**config.mk**
```make
export PLATFORM = sky130hd
export DESIGN_NAME = seg7_scan_driver
export DESIGN_NICKNAME = d
export VERILOG_FILES = /design/src/rtl/seg7_scan_driver.sv
export SDC_FILE = /design/constraint.sdc
export NUM_CORES = 1
export LEC_CHECK = 0
export ABC_AREA = 1
export CAP_MARGIN = 20
export CORE_ASPECT_RATIO = 1.75
export CORE_UTILIZATION = 35
export CTS_CLUSTER_SIZE = 16
export DETAILED_ROUTE_END_ITERATION = 8
export GPL_ROUTABILITY_DRIVEN = 0
export PLACE_DENSITY_LB_ADDON = 0.12
export SLEW_MARGIN = 20
export SYNTH_ARGS = -nofsm -noshare
export SYNTH_HDL_FRONTEND = slang
export SYNTH_SLANG_ARGS = --single-unit
```
**constraint.sdc**
```tcl
create_clock -name clk -period 3.65 [get_ports clk]
set_clock_uncertainty 0.2 [all_clocks]
set_input_delay 0.9125 -clock clk [delete_from_list [all_inputs] [get_ports clk]]
set_output_delay 0.9125 -clock clk [all_outputs]
set_load 0.02 [all_outputs]
```
**src/rtl/seg7_scan_driver.sv**
```systemverilog
// Time-multiplexed scan controller for a 4-digit common-anode seven-segment display.
// Rotates the active digit every REFRESH_DIV clocks and registers segment/anode pins together.
module seg7_scan_driver #(
  parameter int unsigned REFRESH_DIV = 100000
) (
  input  logic        clk,
  input  logic        reset,
  input  logic        enable,
  input  logic        load,
  input  logic [15:0] value,
  input  logic [3:0]  dp_in,
  input  logic        blank_lz,
  output logic [3:0]  nib,
  input  logic [7:0]  seg_in,
  output logic [7:0]  seg_out,
  output logic [3:0]  an,
  output logic        digit_tick
);

  localparam logic [23:0] CntMax = 24'(REFRESH_DIV - 1);

  logic [23:0] div_cnt_q, div_cnt_d;
  logic [1:0]  idx_q, idx_d;
  logic [15:0] shadow_val_q, shadow_val_d;
  logic [3:0]  shadow_dp_q, shadow_dp_d;
  logic [3:0]  an_q, an_d;
  logic [7:0]  seg_q, seg_d;
  logic        tick_q, tick_d;
  logic        lead_zero;
  logic        blanked;

  always_comb begin
    div_cnt_d = div_cnt_q;
    idx_d     = idx_q;
    tick_d    = 1'b0;
    if (enable) begin
      if (div_cnt_q == CntMax) begin
        div_cnt_d = '0;
        idx_d     = idx_q + 2'd1;
        tick_d    = 1'b1;
      end else begin
        div_cnt_d = div_cnt_q + 24'd1;
      end
    end
  end

  always_comb begin
    shadow_val_d = shadow_val_q;
    shadow_dp_d  = shadow_dp_q;
    if (load) begin
      shadow_val_d = value;
      shadow_dp_d  = dp_in;
    end
  end

  assign nib = shadow_val_q[{idx_q, 2'b00} +: 4];

  // A digit is a leading zero when it and every more-significant nibble are zero.
  always_comb begin
    lead_zero = 1'b0;
    unique case (idx_q)
      2'd0: lead_zero = 1'b0;
      2'd1: lead_zero = (shadow_val_q[15:4] == 12'h000);
      2'd2: lead_zero = (shadow_val_q[15:8] == 8'h00);
      2'd3: lead_zero = (shadow_val_q[15:12] == 4'h0);
      default: lead_zero = 1'b0;
    endcase
  end

  assign blanked = blank_lz & lead_zero;

  // Bit 7 of the decoder pattern is forced high, then the DP (active-low) is merged in.
  always_comb begin
    an_d  = 4'b1111;
    seg_d = 8'hFF;
    if (enable) begin
      an_d  = ~(4'b0001 << idx_q);
      seg_d = (blanked ? 8'hFF : (seg_in | 8'h80)) & {~shadow_dp_q[idx_q], 7'h7F};
    end
  end

  always_ff @(posedge clk or posedge reset) begin
    if (reset) begin
      div_cnt_q    <= '0;
      idx_q        <= 2'd0;
      shadow_val_q <= 16'h0000;
      shadow_dp_q  <= 4'b0000;
      an_q         <= 4'b1111;
      seg_q        <= 8'hFF;
      tick_q       <= 1'b0;
    end else begin
      div_cnt_q    <= div_cnt_d;
      idx_q        <= idx_d;
      shadow_val_q <= shadow_val_d;
      shadow_dp_q  <= shadow_dp_d;
      an_q         <= an_d;
      seg_q        <= seg_d;
      tick_q       <= tick_d;
    end
  end

  assign an         = an_q;
  assign seg_out    = seg_q;
  assign digit_tick = tick_q;

endmodule

```
==> flow_summary.toml, run 1 <==
[run_status]
status = "finished, final reports clean"

[critical_path]
rr_startpoint = "idx_q[1]"
critPathCaptureType = "output pin"
arrival_ns = 2.17
startpoint_type = "flip-flop"
worstReg2RegEnd = "seg_out[6]"
crit_type = "flip-flop to output pin"
r2r_setup_slack_ns = 1.66
worstPathRequired_ns = 2.54
reg2reg_depth = 8
worstPathMaxFanout = 12

[global_route]
gr-max-usage-layer = "met2"
grt_max_degree = 26
grt_pass1_wl_microns = 12900
grt_remaining_overflow = 0
grt_util_met2 = 0.341
gr-usage-met1 = 0.202
antenna_found_initial = 0
grtUsageTotal = 0.190
grt_pass1_vias = 2640
met3_usage = 0.0246

[sta]
worst_slew_pin_slew_ns = 0.795
fin_tns_setup_ns = 0
rsz0062_at_grt = "no"
drv_slew = 0
fmax_mhz = 305
finalSetupViolCount = 0
min_period_ns = 3.28
post-route-period-util = 0.899
slew_headroom = 0.468
finalHoldViolCount = 0

[synth]
syn_nets = 429
syn_area_sq_um = 3100
synthesis.instances = 390
synth_cell_type_count = 30
avgSynthCellArea_sq_um = 7.96
yosys_warnings = 0
seq_area_frac_synth = 0.481
ys_ff_latch = 59

[final_layout]
layout_commonest_cell = "nand2_1"
nNetsFinal = 486
final_cell_mix = "nand2_1 (100), nor2_1 (57), inv_1 (49)"
drive_gt1_frac = 0.142
layoutNonFillerInstCount = 569
syn_to_final_growth_pct = 30.5
diodes = 0

[detailed_routing]
vias = 2564
antenna_left = 0
drc = 0
routedWlPerCell_microns = 13.6
dr.pass1.iters = 4
vias_per_cell = 4.51
first_iter_violations = 141
wl_microns = 7720

[clock_network]
cts_tree = "yes"
root_buffer = "clkbuf_16"
clockBufferDepth = 2
clkLatencyLatePin_ns = 0.34
cts_sinks = 59
clk_pin_slew_ns = 0.05
htreeDepth = 3
cts_setup_buffers = 0
cts_buffers = 9
cts.repair.resized = 0
cts-hold-fix-buffers = 0

[placed_design]
port_buffers = 48
dp.cells = 553
hpwl_microns = 5980

[pwr]
p_leak_nw = 1.89
p_per_area_nw_per_um2 = 479
peakVddDrop_uv = 240

[floorplan]
num_rows = 45
io_pins = 50
initial_core_util = 0.360
core-area_sq_um = 8610
die_area_sq_um = 9260
die_h_microns = 127
die_w_microns = 73.2

[hold_path]
min_to = "shadow_dp_q[0]"
min-delay-start = "shadow_dp_q[0]"
whs_path_depth = 1
hp-class = "flip-flop to flip-flop"

[run]
maxCapViolations = 0
## cell usage after synthesis
library cell	n	area (sq um)
ha_1	6	75.1
xor2_1	7	61.3
inv_2	1	3.75
nand2_1	100	375
nand3_2	2	20.0
and2_1	1	6.26
o21bai_1	1	7.51
nand2_2	4	25.0
buf_4	1	7.51
o21ai_0	18	90.1
nand3_1	21	105
o21ai_1	2	10.0
dfrtp_1	47	1180
nor3_2	1	10.0
nor2_4	4	45.0
nor4_1	1	6.26
clkbuf_2	1	5.00
clkinv_1	1	3.75
clkbuf_1	2	7.51
mux2_2	9	101
dfstp_2	12	315
nor2_2	8	50.1
nor2_1	57	214
nand4_1	6	37.5
nor3_1	3	15.0
inv_1	50	188
a21oi_1	15	75.1
buf_2	4	20.0
xnor2_1	4	35.0
nand2_4	1	11.3
## how the worst max path moves through the flow
stage                        start         end  slack [ns]  cells after the start
final                     idx_q[1]      nib[0]        0.37                      5
after global routing      idx_q[1]      nib[2]        0.12                      5
after CTS                 idx_q[1]      nib[0]        0.35                      5
after detailed placement  idx_q[1]      nib[0]        0.71                      5
after global placement    idx_q[1]      nib[0]        0.73                      5
after floorplan              reset  digit_tick        1.10                      1
## power breakdown
part | switching, mW | internal [mW]
Sequential | 0.0713 | 0.726
Clock | 0.296 | 0.584
Combinational | 0.143 | 0.121
Total | 0.511 | 1.43
## final cells by class
type	count	area, sq um
tap	117	146
sequential	59	1490
clock buffer	13	270
clock inverter	3	45.0
fill	864	4560
timing repair buffer	54	526
multi-input combinational	271	1380
inverter	52	195
## kinds of logic (layout without fill, tap and decap cells)
| kind of cell | Yosys count | in the layout | share of synthesized area |
|---|---|---|---|
| AND/OR/NAND/NOR | 209 | 209 | 0.297 |
| buffers and inverters | 60 | 122 | 0.0758 |
| flip-flops | 59 | 59 | 0.481 |
| AO/OA/AOI/OAI | 36 | 36 | 0.0589 |
| XOR/XNOR | 11 | 11 | 0.0310 |
| multiplexers | 9 | 9 | 0.0327 |
| adder cells (fa/ha/maj) | 6 | 6 | 0.0242 |
## per-layer routing
metal,wire length (microns),share of wire
met1,3040,0.39
met2,4250,0.55
met5,0,0
met3,201,0.026
met4,226,0.029
## registers in the layout, indices dropped and copies added, names as in the netlist
signal and cells:
an 4, idx_q 2, div_cnt_q 24, shadow_dp_q 4, shadow_val_q 16, seg_out 8, digit_tick 1
## through the flow
step	hold slack, ns	utilization	area (sq um)	worst slack (ns)	total power, mW
floorplan	0.270	-	3100	1.10	0.963
global placement	0.288	0.434	3730	0.732	1.07
detailed placement	0.295	0.434	3730	0.712	1.08
CTS	0.307	0.470	4050	0.346	1.97
global route	0.329	0.470	4050	0.116	2.04
finish	0.301	0.470	4050	0.369	1.94
## worst max-delay path: stages, from the launching register on
cell             delay (ns)
dfrtp_1                0.42
clkinv_1               0.36
o21ai_0                0.23
a21oi_1                0.06
a21oi_1                0.14
clkdlybuf4s50_1        0.62
No activity file was read; power rests on OpenSTA's default activity.
==> run 2, diff against run 1 <==
--- a/config.mk
+++ b/config.mk
@@ -5,7 +5,6 @@
 export SDC_FILE = /design/constraint.sdc
 export NUM_CORES = 1
 export LEC_CHECK = 0
-export ABC_AREA = 1
 export CAP_MARGIN = 20
 export CORE_ASPECT_RATIO = 1.75
 export CORE_UTILIZATION = 35
@@ -17,3 +16,4 @@
 export SYNTH_ARGS = -nofsm -noshare
 export SYNTH_HDL_FRONTEND = slang
 export SYNTH_SLANG_ARGS = --single-unit
+export TNS_END_PERCENT = 50
==> run 2 against run 1 <==
  * Critical path depth decreased by 3
  * Hold slack lost 0.0091 ns
  * Fmax rose by 4.8%
  * Area after synthesis fell by 14%
  * Clock-buffer cell count down 2
  * Die area fell by 14%
  * Synthesized cell count shrank 48%
  * Cell count down 38%
  * Largest power group unchanged
==> flow_summary.toml, run 2 <==
[run_status]
status = "finished, final reports clean"

[global_route]
grtUsageTotal = 0.155
antenna_found_initial = 0
grt_pass1_wl_microns = 8640
grt_remaining_overflow = 0
grt_pass1_vias = 1744
grt_max_degree = 60

[detailed_routing]
routedWlPerCell_microns = 15.6
first_iter_violations = 57
dr.pass1.iters = 4
wl_microns = 5520
vias_per_cell = 4.94
vias = 1744
drc = 0
antenna_left = 0

[synth]
yosys_warnings = 0
yosys-mux-area-fraction = 0.131
synth_cell_type_count = 33
synth-xor-area-share = 0.0693
synth_top_family_by_area = "simple AND/OR/NAND/NOR gates"
ys_ff_latch = 59
synthesis.instances = 203
synthFlopType = "dfrtp_1"
synth_top_cell_area_share = 0.443
synth-edff-count = 0
synth_common_cells = "dfrtp_1 (47), mux2_2 (20), xnor2_1 (15)"
yosysMostFrequentCell = "dfrtp_1"
synthAdderAreaFrac = 0.0283
synth.area.top_cells = "dfrtp_1 (44%), dfstp_2 (12%), mux2_2 (8.5%)"
synth_compound_area_frac = 0.0151
yosys.area_share.simple = 0.179
syn_nets = 242
avgSynthCellArea_sq_um = 13.1
seq_area_frac_synth = 0.562
syn_area_sq_um = 2650
ys_async_sr_fraction = 1.00
synth_top_area_cell = "dfrtp_1"

[sta]
fmax_mhz = 319
worst_slew_pin_slew_ns = 0.737
drv_slew = 0
min_period_ns = 3.13
rsz0062_at_grt = "no"
fin_hold_ws_ns = 0.292
slew_headroom = 0.509
finalSetupViolCount = 0
finalHoldViolCount = 0
fin_tns_setup_ns = 0
post-route-period-util = 0.858

[floorplan]
die_area_sq_um = 7950
die_w_microns = 67.8
num_rows = 41
core-area_sq_um = 7280
initial_core_util = 0.364
die_h_microns = 117
io_pins = 50

[clock_network]
htreeDepth = 3
clk_pin_slew_ns = 0.05
clkLatencyLatePin_ns = 0.33
cts_setup_buffers = 0
cts_buffers = 9
cts_sinks = 59
cts-hold-fix-buffers = 0
clockBufferDepth = 2
cts.repair.resized = 0
root_buffer = "clkbuf_16"
cts_tree = "yes"

[pwr]
p_per_area_nw_per_um2 = 549
peakVddDrop_uv = 272
p_leak_nw = 1.54
p_total_mw = 1.97

[final_layout]
layout_commonest_cell = "clkdlybuf4s50_1"
diodes = 0
drive_gt1_frac = 0.292
final_cell_mix = "clkdlybuf4s50_1 (48), dfrtp_1 (47), mux2_2 (20)"
multi_input_area_sq_um = 1120
fill_cells = 670
syn_to_final_growth_pct = 35.5
layoutNonFillerInstCount = 353
nNetsFinal = 301
largest_reg_flops = 24
regArea_sq_um = 1490
largest_register = "div_cnt_q"

[critical_path]
arrival_ns = 2.02
worstPathRequired_ns = 2.54
crit_type = "flip-flop to output pin"
critPathCaptureType = "output pin"
worstPathMaxFanout = 8
startpoint_type = "flip-flop"

[hold_path]
hp-class = "flip-flop to flip-flop"

[placed_design]
port_buffers = 48
hpwl_microns = 4020
dp.cells = 337

[run]
maxCapViolations = 0
run 2: changes by cell type in the layout (fill, tap and decap cells not counted), sizes merged, moves of 14 or more:
cell / previous run / this run
o21ai: 20 / 4
a21oi: 15 / 1
inv: 51 / 4
nor2: 69 / 12
nand2: 105 / 15
run 2: cell families after synthesis:
kind of cell    Yosys count
flops                    59
xor+xnor                 21
buf+inv                   9
simple gates             75
compound gates            7
fa+ha+maj                 6
mux                      26
run 2: power breakdown:
part | switching (mW) | internal, mW | leakage, nW
clock network | 0.274 | 0.681 | 0.169
logic | 0.0972 | 0.126 | 0.662
registers | 0.0699 | 0.727 | 0.710
run 2: per-layer routing:
metal,routed length [microns],vias up,part of all wire,GRT usage
li1,-,837,-,-
met5,0,-,0,0
met2,3080,36,0.56,0.277
met1,2050,860,0.37,0.158
met3,272,11,0.049,0.0426
met4,126,0,0.023,0.0833
run 2: through the flow:
stage / instance area [sq um] / utilization / setup WS (ns)
3_5_place_dp: 3250 / 0.447 / 0.781
2_1_floorplan: 2650 / - / 1.10
3_3_place_gp: 3250 / 0.447 / 0.810
6_report: 3600 / 0.494 / 0.520
5_1_grt: 3600 / 0.494 / 0.431
4_1_cts: 3600 / 0.494 / 0.482
run 2: worst max-delay path: stages (launching register included):
cell and delay (ns):
dfrtp_1 0.59, mux4_2 0.56, clkdlybuf4s50_1 0.54
run 2: final timing paths:
kind                               startpoint       endpoint  slack (ns)  cells past startpoint
worst max register to register       idx_q[0]     seg_out[3]        1.53                      7
worst min-delay path            div_cnt_q[18]  div_cnt_q[18]        0.29                      1
max in group asynchronous               reset   div_cnt_q[0]        1.85                      3
min in group asynchronous               reset  div_cnt_q[13]        0.92                      3
worst min register to register  div_cnt_q[18]  div_cnt_q[18]        0.29                      1
worst max-delay path                 idx_q[0]         nib[2]        0.52                      2
run 2: cell type report:
type	count	share of cell area
clock inverter	5	0.0278
inverter	4	0.00418
multi-input combinational	135	0.312
tap	86	0.0299
clock buffer	11	0.0675
sequential	59	0.415
timing repair buffer	53	0.144
==> run 3, diff against run 2 <==
--- a/config.mk
+++ b/config.mk
@@ -5,13 +5,15 @@
 export SDC_FILE = /design/constraint.sdc
 export NUM_CORES = 1
 export LEC_CHECK = 0
+export ABC_AREA = 1
 export CAP_MARGIN = 20
 export CORE_ASPECT_RATIO = 1.75
-export CORE_UTILIZATION = 35
+export CORE_UTILIZATION = 43
 export CTS_CLUSTER_SIZE = 16
 export DETAILED_ROUTE_END_ITERATION = 8
 export GPL_ROUTABILITY_DRIVEN = 0
 export PLACE_DENSITY_LB_ADDON = 0.12
+export SKIP_LAST_GASP = 1
 export SLEW_MARGIN = 20
 export SYNTH_ARGS = -nofsm -noshare
 export SYNTH_HDL_FRONTEND = slang
==> run 3 against run 2 <==
  * Design area is 12% higher
  * Sequential share of layout area down 4.4 points
  * Fmax shrank 8.7%
  * Critical endpoint unchanged
  * Largest cell class unchanged
  * Register-to-register slack gained 0.06 ns
==> flow_summary.toml, run 3 (synthesis results as in run 1) <==
[run_status]
status = "finished, final reports clean"

[sta]
drv_slew = 0
fmax_mhz = 292
min_period_ns = 3.43
post-route-period-util = 0.940
finalSetupViolCount = 0
finalHoldViolCount = 0
worst_slew_pin_slew_ns = 0.858
slew_headroom = 0.426
rsz0062_at_grt = "no"
fin_tns_setup_ns = 0

[final_layout]
largest_reg_flops = 24
drive_gt1_frac = 0.142
nNetsFinal = 485
largest_register = "div_cnt_q"
final_cell_mix = "nand2_1 (100), nor2_1 (57), inv_1 (49)"
diodes = 0
syn_to_final_growth_pct = 29.8
layout_commonest_cell = "nand2_1"
layoutNonFillerInstCount = 535

[floorplan]
initial_core_util = 0.449
die_w_microns = 66.2
die_h_microns = 114
num_rows = 40
io_pins = 50
core-area_sq_um = 6910
die_area_sq_um = 7570

[detailed_routing]
vias_per_cell = 4.91
routedWlPerCell_microns = 14.3
dr.pass1.iters = 4
vias = 2625
highest_layer = "met4"
drc = 0
first_iter_violations = 164
route.met2.wl_microns = 4280
antenna_left = 0
wl_microns = 7650
route.met3.wl_microns = 280
wl_met1_microns = 2940

[critical_path]
cp_num_buf_inv = 2
cp_cell_sequence = "inv_1, o21ai_0, a21oi_1, a21oi_1, clkdlybuf4s50_1"
cp_top_family = "buffers and inverters"
worst_path_max_delay_cell = "clkdlybuf4s50_1"
slowest_delay_ns = 0.62
worstPathRequired_ns = 2.54
crit_type = "flip-flop to output pin"
worstPathMaxFanout = 18
startpoint_type = "flip-flop"
critPathCaptureType = "output pin"
arrival_ns = 2.32
crit_top_cell = "a21oi_1"

[pwr]
peakVddDrop_uv = 246
power_frac_seq = 0.393
p_sw_frac = 0.255
power_switching_mw = 0.517
combinationalPowerShare = 0.131
p_per_area_nw_per_um2 = 504
p_leak_nw = 1.91
pwr-share-clk = 0.476
internal_power_mw = 1.51

[clock_network]
cts-hold-fix-buffers = 0
cts_sinks = 59
root_buffer = "clkbuf_16"
cts.repair.resized = 0
htreeDepth = 3
cts_buffers = 9
clockBufferDepth = 2
clk_pin_slew_ns = 0.05
cts_tree = "yes"
cts_setup_buffers = 0
clkLatencyLatePin_ns = 0.33

[global_route]
grtUsageTotal = 0.227
grt_pass1_wl_microns = 12600
grt_pass1_vias = 2701
antenna_found_initial = 0
grt_max_degree = 37
grt_remaining_overflow = 0

[run]
maxCapViolations = 0

[hold_path]
hp-class = "flip-flop to flip-flop"

[placed_design]
port_buffers = 48
dp.cells = 519
hpwl_microns = 5770
## run 3: path summary, 6_finish.rpt
check / start / endpoint / slack, ns / depth (start not counted)
max in group asynchronous: reset / seg_out[7] / 1.69 / 3
worst min register to register: shadow_val_q[2] / shadow_val_q[2] / 0.31 / 1
worst min-delay path: shadow_val_q[2] / shadow_val_q[2] / 0.31 / 1
worst max register to register: idx_q[0] / seg_out[4] / 1.59 / 7
min in group asynchronous: reset / div_cnt_q[21] / 0.85 / 2
worst max-delay path: idx_q[0] / nib[2] / 0.22 / 5
## run 3: final cells by class
type	count	area, sq um
timing repair buffer	53	518
clock buffer	9	225
inverter	52	195
clock inverter	7	116
sequential	59	1490
fill	661	2880
multi-input combinational	271	1380
tap	84	105
## run 3: worst reg2reg max path, cell delays in order, from the launching register on
cell and delay [ns]:
dfrtp_1 0.55, inv_1 0.35, ha_1 0.33, o21bai_1 0.15, nand2_1 0.06, nand2_1 0.06, nand2_1 0.20, nand2_1 0.10
## run 3: stage by stage
stage | worst slack (ns) | utilization | power [mW] | hold slack (ns) | cell area (sq um)
4_1_cts | 0.213 | 0.583 | 2.05 | 0.316 | 4030
5_1_grt | 0.00146 | 0.583 | 2.11 | 0.337 | 4030
3_5_place_dp | 0.576 | 0.534 | 1.07 | 0.303 | 3690
3_3_place_gp | 0.606 | 0.534 | 1.07 | 0.294 | 3690
2_1_floorplan | 1.10 | - | 0.963 | 0.270 | 3100
6_report | 0.220 | 0.583 | 2.03 | 0.310 | 4030
## run 3: power by group through the flow
stage | Clock [mW] | Combinational (mW) | Sequential [mW]
6_report | 0.967 | 0.266 | 0.797
5_1_grt | 1.01 | 0.299 | 0.804
4_1_cts | 0.981 | 0.269 | 0.797
3_5_place_dp | 0 | 0.268 | 0.806
3_3_place_gp | 0 | 0.261 | 0.806
2_1_floorplan | 0 | 0.169 | 0.794
## run 3: routing by layer
metal  track usage  vias up
li1              -     1328
met1         0.237     1235
met2         0.415       51
met3        0.0418       11
met4         0.118        0
met5             0        -
